File: src/rtl/fetch_queue_pkg.sv
// fetch_queue_pkg: constants shared by the fetch queue and its storage.
//   FQ_PC_WIDTH / FQ_INSTR_WIDTH : default datapath widths
//   FQ_RESET_PC                  : default first fetch address after reset
//   TRUE / FALSE                 : single-bit constants
//   PC_INC                       : byte stride between sequential fetch PCs
package fetch_queue_pkg;
  localparam int          FQ_PC_WIDTH    = 32;
  localparam int          FQ_INSTR_WIDTH = 32;
  localparam logic [31:0] FQ_RESET_PC    = 32'h0000_1000;
  localparam logic        TRUE           = 1'b1;
  localparam logic        FALSE          = 1'b0;
  localparam int          PC_INC         = 4;
endpackage

File: src/rtl/fetch_queue_circ_buf.sv
// fetch_queue_circ_buf: 2^DEPTH_LOG2-entry dual-field (instr, pc) RAM.
// One write port, OUT_WIDTH show-ahead read lanes starting at i_rd_base.
// Storage has no reset; validity is tracked by the owner's pointers.
//   clk        in  clock
//   i_push     in  write enable
//   i_wr_idx   in  write slot
//   i_wr_instr in  instruction to store
//   i_wr_pc    in  PC to store
//   i_rd_base  in  slot shown on lane 0; lane i shows i_rd_base+i (mod depth)
//   o_rd_instr out per-lane instruction
//   o_rd_pc    out per-lane PC
module fetch_queue_circ_buf
  import fetch_queue_pkg::*;
#(
  parameter int DEPTH_LOG2  = 4,
  parameter int OUT_WIDTH   = 2,
  parameter int PC_WIDTH    = FQ_PC_WIDTH,
  parameter int INSTR_WIDTH = FQ_INSTR_WIDTH
) (
  input  logic                                  clk,
  input  logic                                  i_push,
  input  logic [DEPTH_LOG2-1:0]                 i_wr_idx,
  input  logic [INSTR_WIDTH-1:0]                i_wr_instr,
  input  logic [PC_WIDTH-1:0]                   i_wr_pc,
  input  logic [DEPTH_LOG2-1:0]                 i_rd_base,
  output logic [OUT_WIDTH-1:0][INSTR_WIDTH-1:0] o_rd_instr,
  output logic [OUT_WIDTH-1:0][PC_WIDTH-1:0]    o_rd_pc
);
  localparam int DEPTH = 1 << DEPTH_LOG2;

  logic [INSTR_WIDTH-1:0] r_instr [DEPTH];
  logic [PC_WIDTH-1:0]    r_pc    [DEPTH];

  always_ff @(posedge clk) begin
    if (i_push) begin
      r_instr[i_wr_idx] <= i_wr_instr;
      r_pc[i_wr_idx]    <= i_wr_pc;
    end
  end

  // Index arithmetic is DEPTH_LOG2 bits wide so lanes wrap around the ring.
  for (genvar i = 0; i < OUT_WIDTH; i++) begin : g_rd
    logic [DEPTH_LOG2-1:0] w_idx;
    assign w_idx         = i_rd_base + DEPTH_LOG2'(i);
    assign o_rd_instr[i] = r_instr[w_idx];
    assign o_rd_pc[i]    = r_pc[w_idx];
  end
endmodule

File: src/rtl/fetch_queue.sv
// fetch_queue: instruction-fetch queue between fetcher (fc), decoder (dc)
// and ROB. Issues sequential fetch PCs, buffers in-order responses with
// their PCs, shows up to OUT_WIDTH oldest entries to the decoder, and on a
// ROB redirect flushes and drops responses still in flight for the old path.
// Optional build macro FETCH_QUEUE_BYPASS_EN: an accepted response arriving
// at an empty queue is shown on lane 0 in the same cycle.
//   clk, rst           clock, synchronous active-high reset
//   flush_from_rob     redirect pulse, pc_from_rob is the new fetch target
//   req_valid_to_fc    fetch request valid, pc_to_fc its address
//   req_ready_from_fc  fetcher accepts the request
//   resp_valid_from_fc in-order response, instr_from_fc its instruction
//   lane_valid_to_dc   lane i holds the i-th oldest entry
//   instr_to_dc        lane-packed instructions, lane 0 in LSBs
//   pc_to_dc           lane-packed PCs, lane 0 in LSBs
//   take_from_dc       lanes consumed this cycle
//   count_out          current occupancy
module fetch_queue
  import fetch_queue_pkg::*;
#(
  parameter int                  DEPTH_LOG2   = 4,
  parameter int                  OUT_WIDTH    = 2,
  parameter int                  MAX_INFLIGHT = 4,
  parameter int                  PC_WIDTH     = FQ_PC_WIDTH,
  parameter int                  INSTR_WIDTH  = FQ_INSTR_WIDTH,
  parameter logic [PC_WIDTH-1:0] RESET_PC     = PC_WIDTH'(FQ_RESET_PC)
) (
  input  logic                             clk,
  input  logic                             rst,
  input  logic                             flush_from_rob,
  input  logic [PC_WIDTH-1:0]              pc_from_rob,
  output logic                             req_valid_to_fc,
  output logic [PC_WIDTH-1:0]              pc_to_fc,
  input  logic                             req_ready_from_fc,
  input  logic                             resp_valid_from_fc,
  input  logic [INSTR_WIDTH-1:0]           instr_from_fc,
  output logic [OUT_WIDTH-1:0]             lane_valid_to_dc,
  output logic [OUT_WIDTH*INSTR_WIDTH-1:0] instr_to_dc,
  output logic [OUT_WIDTH*PC_WIDTH-1:0]    pc_to_dc,
  input  logic [$clog2(OUT_WIDTH+1)-1:0]   take_from_dc,
  output logic [DEPTH_LOG2:0]              count_out
);
  localparam int PW    = DEPTH_LOG2 + 1;            // pointer width with wrap bit
  localparam int IW    = $clog2(MAX_INFLIGHT + 1);
  localparam int TW    = $clog2(OUT_WIDTH + 1);
  localparam int SW    = ((PW > IW) ? PW : IW) + 1;
  localparam int DEPTH = 1 << DEPTH_LOG2;

  logic [PW-1:0]       r_head, r_tail;
  logic [IW-1:0]       r_inflight, r_drop_cnt;
  logic [PC_WIDTH-1:0] r_pc_fc, r_fill_pc;

  logic [PW-1:0]       w_count;
  logic                w_empty;
  logic [SW-1:0]       w_occ;
  logic                w_req_valid, w_req_fire;
  logic                w_accept, w_bypass, w_push;
  logic [TW-1:0]       w_pop;

  logic [OUT_WIDTH-1:0][INSTR_WIDTH-1:0] w_rd_instr, w_lane_instr;
  logic [OUT_WIDTH-1:0][PC_WIDTH-1:0]    w_rd_pc, w_lane_pc;
  logic [OUT_WIDTH-1:0]                  w_lane_valid;

  // Wrap-bit pointers: equal means empty, equal low bits with differing MSB
  // means full. The difference is the occupancy directly.
  assign w_count = r_tail - r_head;
  assign w_empty = (r_head == r_tail);

  // Reserve a slot for every live in-flight request so responses can never
  // overflow the ring; requests doomed to be dropped hold no slot.
  assign w_occ       = SW'(w_count) + SW'(r_inflight) - SW'(r_drop_cnt);
  assign w_req_valid = !rst && !flush_from_rob && (w_occ < SW'(DEPTH)) &&
                       (r_inflight < IW'(MAX_INFLIGHT));
  assign w_req_fire  = w_req_valid && req_ready_from_fc;

  assign w_accept = resp_valid_from_fc && (r_drop_cnt == '0) && !flush_from_rob;

`ifdef FETCH_QUEUE_BYPASS_EN
  assign w_bypass = w_accept && w_empty;
  // A bypassed entry taken this cycle is never written to the ring.
  assign w_push   = w_accept && !(w_bypass && (take_from_dc != '0));
`else
  assign w_bypass = FALSE;
  assign w_push   = w_accept;
`endif

  assign w_pop = w_bypass ? '0 : take_from_dc;

  fetch_queue_circ_buf #(
    .DEPTH_LOG2  (DEPTH_LOG2),
    .OUT_WIDTH   (OUT_WIDTH),
    .PC_WIDTH    (PC_WIDTH),
    .INSTR_WIDTH (INSTR_WIDTH)
  ) u_buf (
    .clk        (clk),
    .i_push     (w_push),
    .i_wr_idx   (r_tail[PW-2:0]),
    .i_wr_instr (instr_from_fc),
    .i_wr_pc    (r_fill_pc),
    .i_rd_base  (r_head[PW-2:0]),
    .o_rd_instr (w_rd_instr),
    .o_rd_pc    (w_rd_pc)
  );

  always_comb begin
    w_lane_valid = '0;
    w_lane_instr = w_rd_instr;
    w_lane_pc    = w_rd_pc;
    for (int i = 0; i < OUT_WIDTH; i++)
      w_lane_valid[i] = (w_count > PW'(i));
    if (w_bypass) begin
      w_lane_valid[0] = TRUE;
      w_lane_instr[0] = instr_from_fc;
      w_lane_pc[0]    = r_fill_pc;
    end
  end

  always_ff @(posedge clk) begin
    if (rst) begin
      r_head     <= '0;
      r_tail     <= '0;
      r_inflight <= '0;
      r_drop_cnt <= '0;
      r_pc_fc    <= RESET_PC;
      r_fill_pc  <= RESET_PC;
    end else if (flush_from_rob) begin
      // No request fires here and any response is discarded, so every
      // request still outstanding after this edge belongs to the old path.
      r_head     <= r_tail;
      r_pc_fc    <= pc_from_rob;
      r_fill_pc  <= pc_from_rob;
      r_inflight <= r_inflight - IW'(resp_valid_from_fc);
      r_drop_cnt <= r_inflight - IW'(resp_valid_from_fc);
    end else begin
      r_head     <= r_head + PW'(w_pop);
      if (w_push)     r_tail    <= r_tail + PW'(1);
      if (w_accept)   r_fill_pc <= r_fill_pc + PC_WIDTH'(PC_INC);
      if (w_req_fire) r_pc_fc   <= r_pc_fc + PC_WIDTH'(PC_INC);
      r_inflight <= r_inflight + IW'(w_req_fire) - IW'(resp_valid_from_fc);
      if (resp_valid_from_fc && (r_drop_cnt != '0))
        r_drop_cnt <= r_drop_cnt - IW'(1);
    end
  end

  assign req_valid_to_fc  = w_req_valid;
  assign pc_to_fc         = r_pc_fc;
  assign lane_valid_to_dc = w_lane_valid;
  assign instr_to_dc      = w_lane_instr;
  assign pc_to_dc         = w_lane_pc;
  assign count_out        = w_count;
endmodule

File: config.mk
export PLATFORM = sky130hd
export DESIGN_NAME = fetch_queue
export DESIGN_NICKNAME = d
export VERILOG_FILES = /design/src/rtl/fetch_queue_pkg.sv /design/src/rtl/fetch_queue_circ_buf.sv /design/src/rtl/fetch_queue.sv
export SDC_FILE = /design/constraint.sdc
export NUM_CORES = 2
export LEC_CHECK = 0
export BUFFER_PORTS_ARGS = -buffer_cell sky130_fd_sc_hd__buf_2
export CAP_MARGIN = 30
export CELL_PAD_IN_SITES_DETAIL_PLACEMENT = 1
export CELL_PAD_IN_SITES_GLOBAL_PLACEMENT = 2
export CORE_ASPECT_RATIO = 0.5
export CORE_UTILIZATION = 45
export CTS_BUF_LIST = sky130_fd_sc_hd__clkbuf_4 sky130_fd_sc_hd__clkbuf_8 sky130_fd_sc_hd__clkbuf_16
export CTS_CLUSTER_DIAMETER = 100
export DETAILED_ROUTE_END_ITERATION = 10
export PLACE_DENSITY = 0.82
export SLEW_MARGIN = 20
export SYNTH_ARGS = -nofsm -noshare
export SYNTH_HDL_FRONTEND = slang
export SYNTH_SLANG_ARGS = --single-unit
File: constraint.sdc
create_clock -name clk -period 15.55 [get_ports clk]
set_clock_uncertainty 0.05 [all_clocks]
set_input_delay 0.7775 -clock clk [delete_from_list [all_inputs] [get_ports clk]]
set_output_delay 0.7775 -clock clk [all_outputs]
set_load 0.01 [all_outputs]
==> reports/results.env <==
TOTALWIRELENGTH_MM=140
COMMONEST_CELLS_AFTER_ROUTING_FILL_AND_TAPS_ASIDE='sky130_fd_sc_hd__edfxtp_1, sky130_fd_sc_hd__mux4_2, sky130_fd_sc_hd__buf_2'
SYNTH-SEQ-CELLS=1104
GRT_FIRST_PASS_WIRELENGTH_MM=203
NETLIST_INSTANCES=2447
GR-USAGE-ALL-LAYERS_PCT=24.5
WORST_PATH_MOST_REPEATED_CELL='sky130_fd_sc_hd__ha_1'
RR_WORST_DEPTH=19
FIN_SETUP_TNS_NS=0
INITIAL_ANTENNA_VIOLATION_COUNT=5
SLEW_HEADROOM_PCT=35.4
CTS_HOLD_BUF=0
CLK_PIN_SLEW_WORST_PATHS_NS=0.06
SETUP_REPAIR_AFTER_GLOBAL_ROUTING_MISSED_ITS_MARGIN='false'
MAX_CAPACITANCE_VIOLATION_TOTAL=0
CTS_TREE='yes'
SYN_AREA_PER_CELL_UM2=20.7
POST_SYNTH_ARST_SHARE_PCT=0
CORE_REGION_AREA_UM2=111000
WL_PER_CELL_UM=32.8
SYN-CELL-AREA_UM2=50800
ROUTE.VIAS.TOTAL=28000
CRITICAL_PATH.STARTPOINT_TYPE='flop'
GLOBALPLACE.CONGESTION=0.776
CTS_SETUP_BUFFERS=0
STATUS='finished clean'
WORSTSKEWPAIRLATENCY_NS=0.70
CLOCK_PATH_BUFFERS=3
CLOCKROOTBUFFER='sky130_fd_sc_hd__clkbuf_16'
GRT_OVERFLOW_TOTAL=0
CLKSINKCOUNT=1104
IOS=239
MAXIMUM_FANOUT_ALONG_THE_WORST_PATH=54
POWER_DENSITY_nW_PER_UM2=119
DESIGN.FINAL.NETS=2779
FINISH.UTILIZATION_PCT=51.8
LAYOUT_WORST_PATH_CYCLE_SHARE_PCT=42.3
GRT_MAX_DEGREE=140
DISTINCT_CELLS_SYNTH=64
VIAS_PER_CELL=6.59
SYNTH_EDF_COUNT=1024
TIMING_MAX_TRANSITION_VIOLATIONS_FINAL=0
CTSRESIZECOUNT=0
FINALSETUPVIOLATIONS=0
HEIGHT_OF_THE_DIE_UM=240
CRITICAL_PATH_REQUIRED_NS=16.05
PATH_CLASS='flop to flop'
POSTSYNTHNETCOUNT=2549
FIRST_PASS_ITERS=5
PATH_CELLS='inv_1, fa_1, and3_1, o21ai_0, nand2_1, ha_1, nand2_1, or3_1, a211o_1, nand3_2, inv_2, ha_1, inv_1, ha_1, fa_1, xor2_1, o21ai_0, xnor2_1, nor2_1'
SYNTH-WARNING-COUNT=0
WORST-ENDPOINT-ARRIVAL_NS=7.08
PERIOD_NEEDED_NS=6.58
LAYOUT_COMMONEST_CELL='sky130_fd_sc_hd__edfxtp_1'
STD_CELL_ROWS=86
LEAKAGE_nW=17.9
GRT_PASS1_VIAS=29200
SLOWEST_DELAY_NS=0.91
HOLD_VIOLATIONS=0
HTREE_LEVELS=3
TIGHTESTPINTRANSITION_NS=0.968
DP.FINAL_HPWL_MM=81.0
CTS_MADE_BUFFERS=100
SYNTHTOLAYOUTAREAGROWTH_PCT=13.2
START_UTIL_PCT=45.8
FMAXACHIEVABLE_GHz=0.152
DR.FIRST_ITER.DRC_COUNT=3150
DIE_WD_UM=477
YS.FLOP_TYPE='sky130_fd_sc_hd__edfxtp_1'
CRIT_SLOWEST_CELL='sky130_fd_sc_hd__dfxtp_4'
FINAL_ANTENNA_NET_COUNT=0
NUMPORTBUFFERS=238
MAX-VDD-IR-DROP_uV=91.7
ENDPOINT_KIND='flop'
YS_SEQ_AREA_SHARE_PCT=63.7
DRC=0
DIE-AREA_UM2=114000
HP-CLASS='input port to flop'
TIMING.HOLD.WORST_PATH_DEPTH=3
LAYOUT-DRIVE-GT1-SHARE_PCT=41.8
[worst max-delay path: cells and delay by family (launching register included)]
family	cells	cell delay, ns
DFF	1	0.91
AOI/OAI and AO/OA	3	0.89
buffers and inverters	3	0.78
adders and majority gates	5	1.99
and+or+nand+nor	6	1.47
xor gates and xnor gates	2	0.29
[registers in the layout (all words and copies together), names as in the netlist]
register,cells
r_head,5
r_drop_cnt,3
r_tail,5
pc_to_fc,32
r_fill_pc,32
u_buf.r_pc,512
u_buf.r_instr,512
r_inflight,3
[power by group]
group | internal (mW) | switching (mW) | leakage, nW
Clock | 1.50 | 1.12 | 1.71
Sequential | 3.28 | 0.0639 | 9.96
Combinational | 0.432 | 0.420 | 6.19
Total | 5.21 | 1.61 | 17.9
[cell usage after synthesis (17+ instances only)]
cell type                  number  area, um2
sky130_fd_sc_hd__a211oi_1      17        128
sky130_fd_sc_hd__xnor2_1       29        254
sky130_fd_sc_hd__mux4_2       640      14400
sky130_fd_sc_hd__nand3_1       39        195
sky130_fd_sc_hd__nor3_1        17       85.1
sky130_fd_sc_hd__edfxtp_1    1024      30700
sky130_fd_sc_hd__nand2_1       64        240
sky130_fd_sc_hd__nor2_1        63        236
sky130_fd_sc_hd__inv_1         31        116
sky130_fd_sc_hd__xor2_1        18        158
sky130_fd_sc_hd__ha_1          26        325
sky130_fd_sc_hd__dfxtp_1       80       1600
sky130_fd_sc_hd__clkbuf_1      98        368
sky130_fd_sc_hd__a21oi_1       35        175
sky130_fd_sc_hd__buf_1         68        255
[per-layer routing]
layer  vias to the layer above  global-route usage, %  part of all wire, %
met5                         -                      0               0.0057
met4                         2                   5.54                  2.1
met3                       184                   4.27                  7.4
met2                      1315                   40.6                   50
met1                     15400                   34.1                   40
li1                      11100                      -                    -
[path summary, 6_finish.rpt]
path | startpoint | end | slack, ns
max | r_head[1] | r_inflight[2] | 8.97
min | pc_from_rob[4] | r_fill_pc[4] | 0.30
max reg2reg | r_head[1] | r_inflight[2] | 8.97
min reg2reg | pc_to_fc[1] | pc_to_fc[1] | 0.41
[through the flow]
| stage | cell area [um2] | total power [mW] | setup WS [ns] | hold slack, ns | std cells |
|---|---|---|---|---|---|
| after global placement | 53800 | 4.24 | 9.09 | 0.395 | 4061 |
| final | 57500 | 6.81 | 8.97 | 0.303 | 4257 |
| after CTS | 57300 | 6.87 | 8.89 | 0.241 | 4247 |
| after floorplan | 50800 | 3.98 | 9.16 | 0.431 | 2447 |
| after global routing | 57500 | 7.02 | 8.44 | 0.269 | 4257 |
| after detailed placement | 53800 | 4.26 | 8.90 | 0.402 | 4063 |
[kinds of logic (layout without fill, tap and decap cells)]
family	after synthesis	count (layout)	share of synthesized area, %
adder cells (fa/ha/maj)	31	31	0.838
multiplexers	644	644	28.5
XOR/XNOR	47	47	0.811
buffers and inverters	214	526	1.63
AND/OR/NAND/NOR	265	265	2.62
other	0	2	0
flip-flops	1104	1104	63.7
AO/OA/AOI/OAI	142	142	1.91
[final cells by class]
type | instances | area [um2]
Fill cell | 9818 | 53500
Timing Repair Buffer | 309 | 1910
Tap cell | 1496 | 1870
Clock buffer | 126 | 2800
Antenna cell | 2 | 5.00
Inverter | 33 | 129
Sequential cell | 1104 | 32400
Clock inverter | 58 | 651
Multi-Input combinational cell | 1129 | 17800
(Power assumes the default switching activity.)
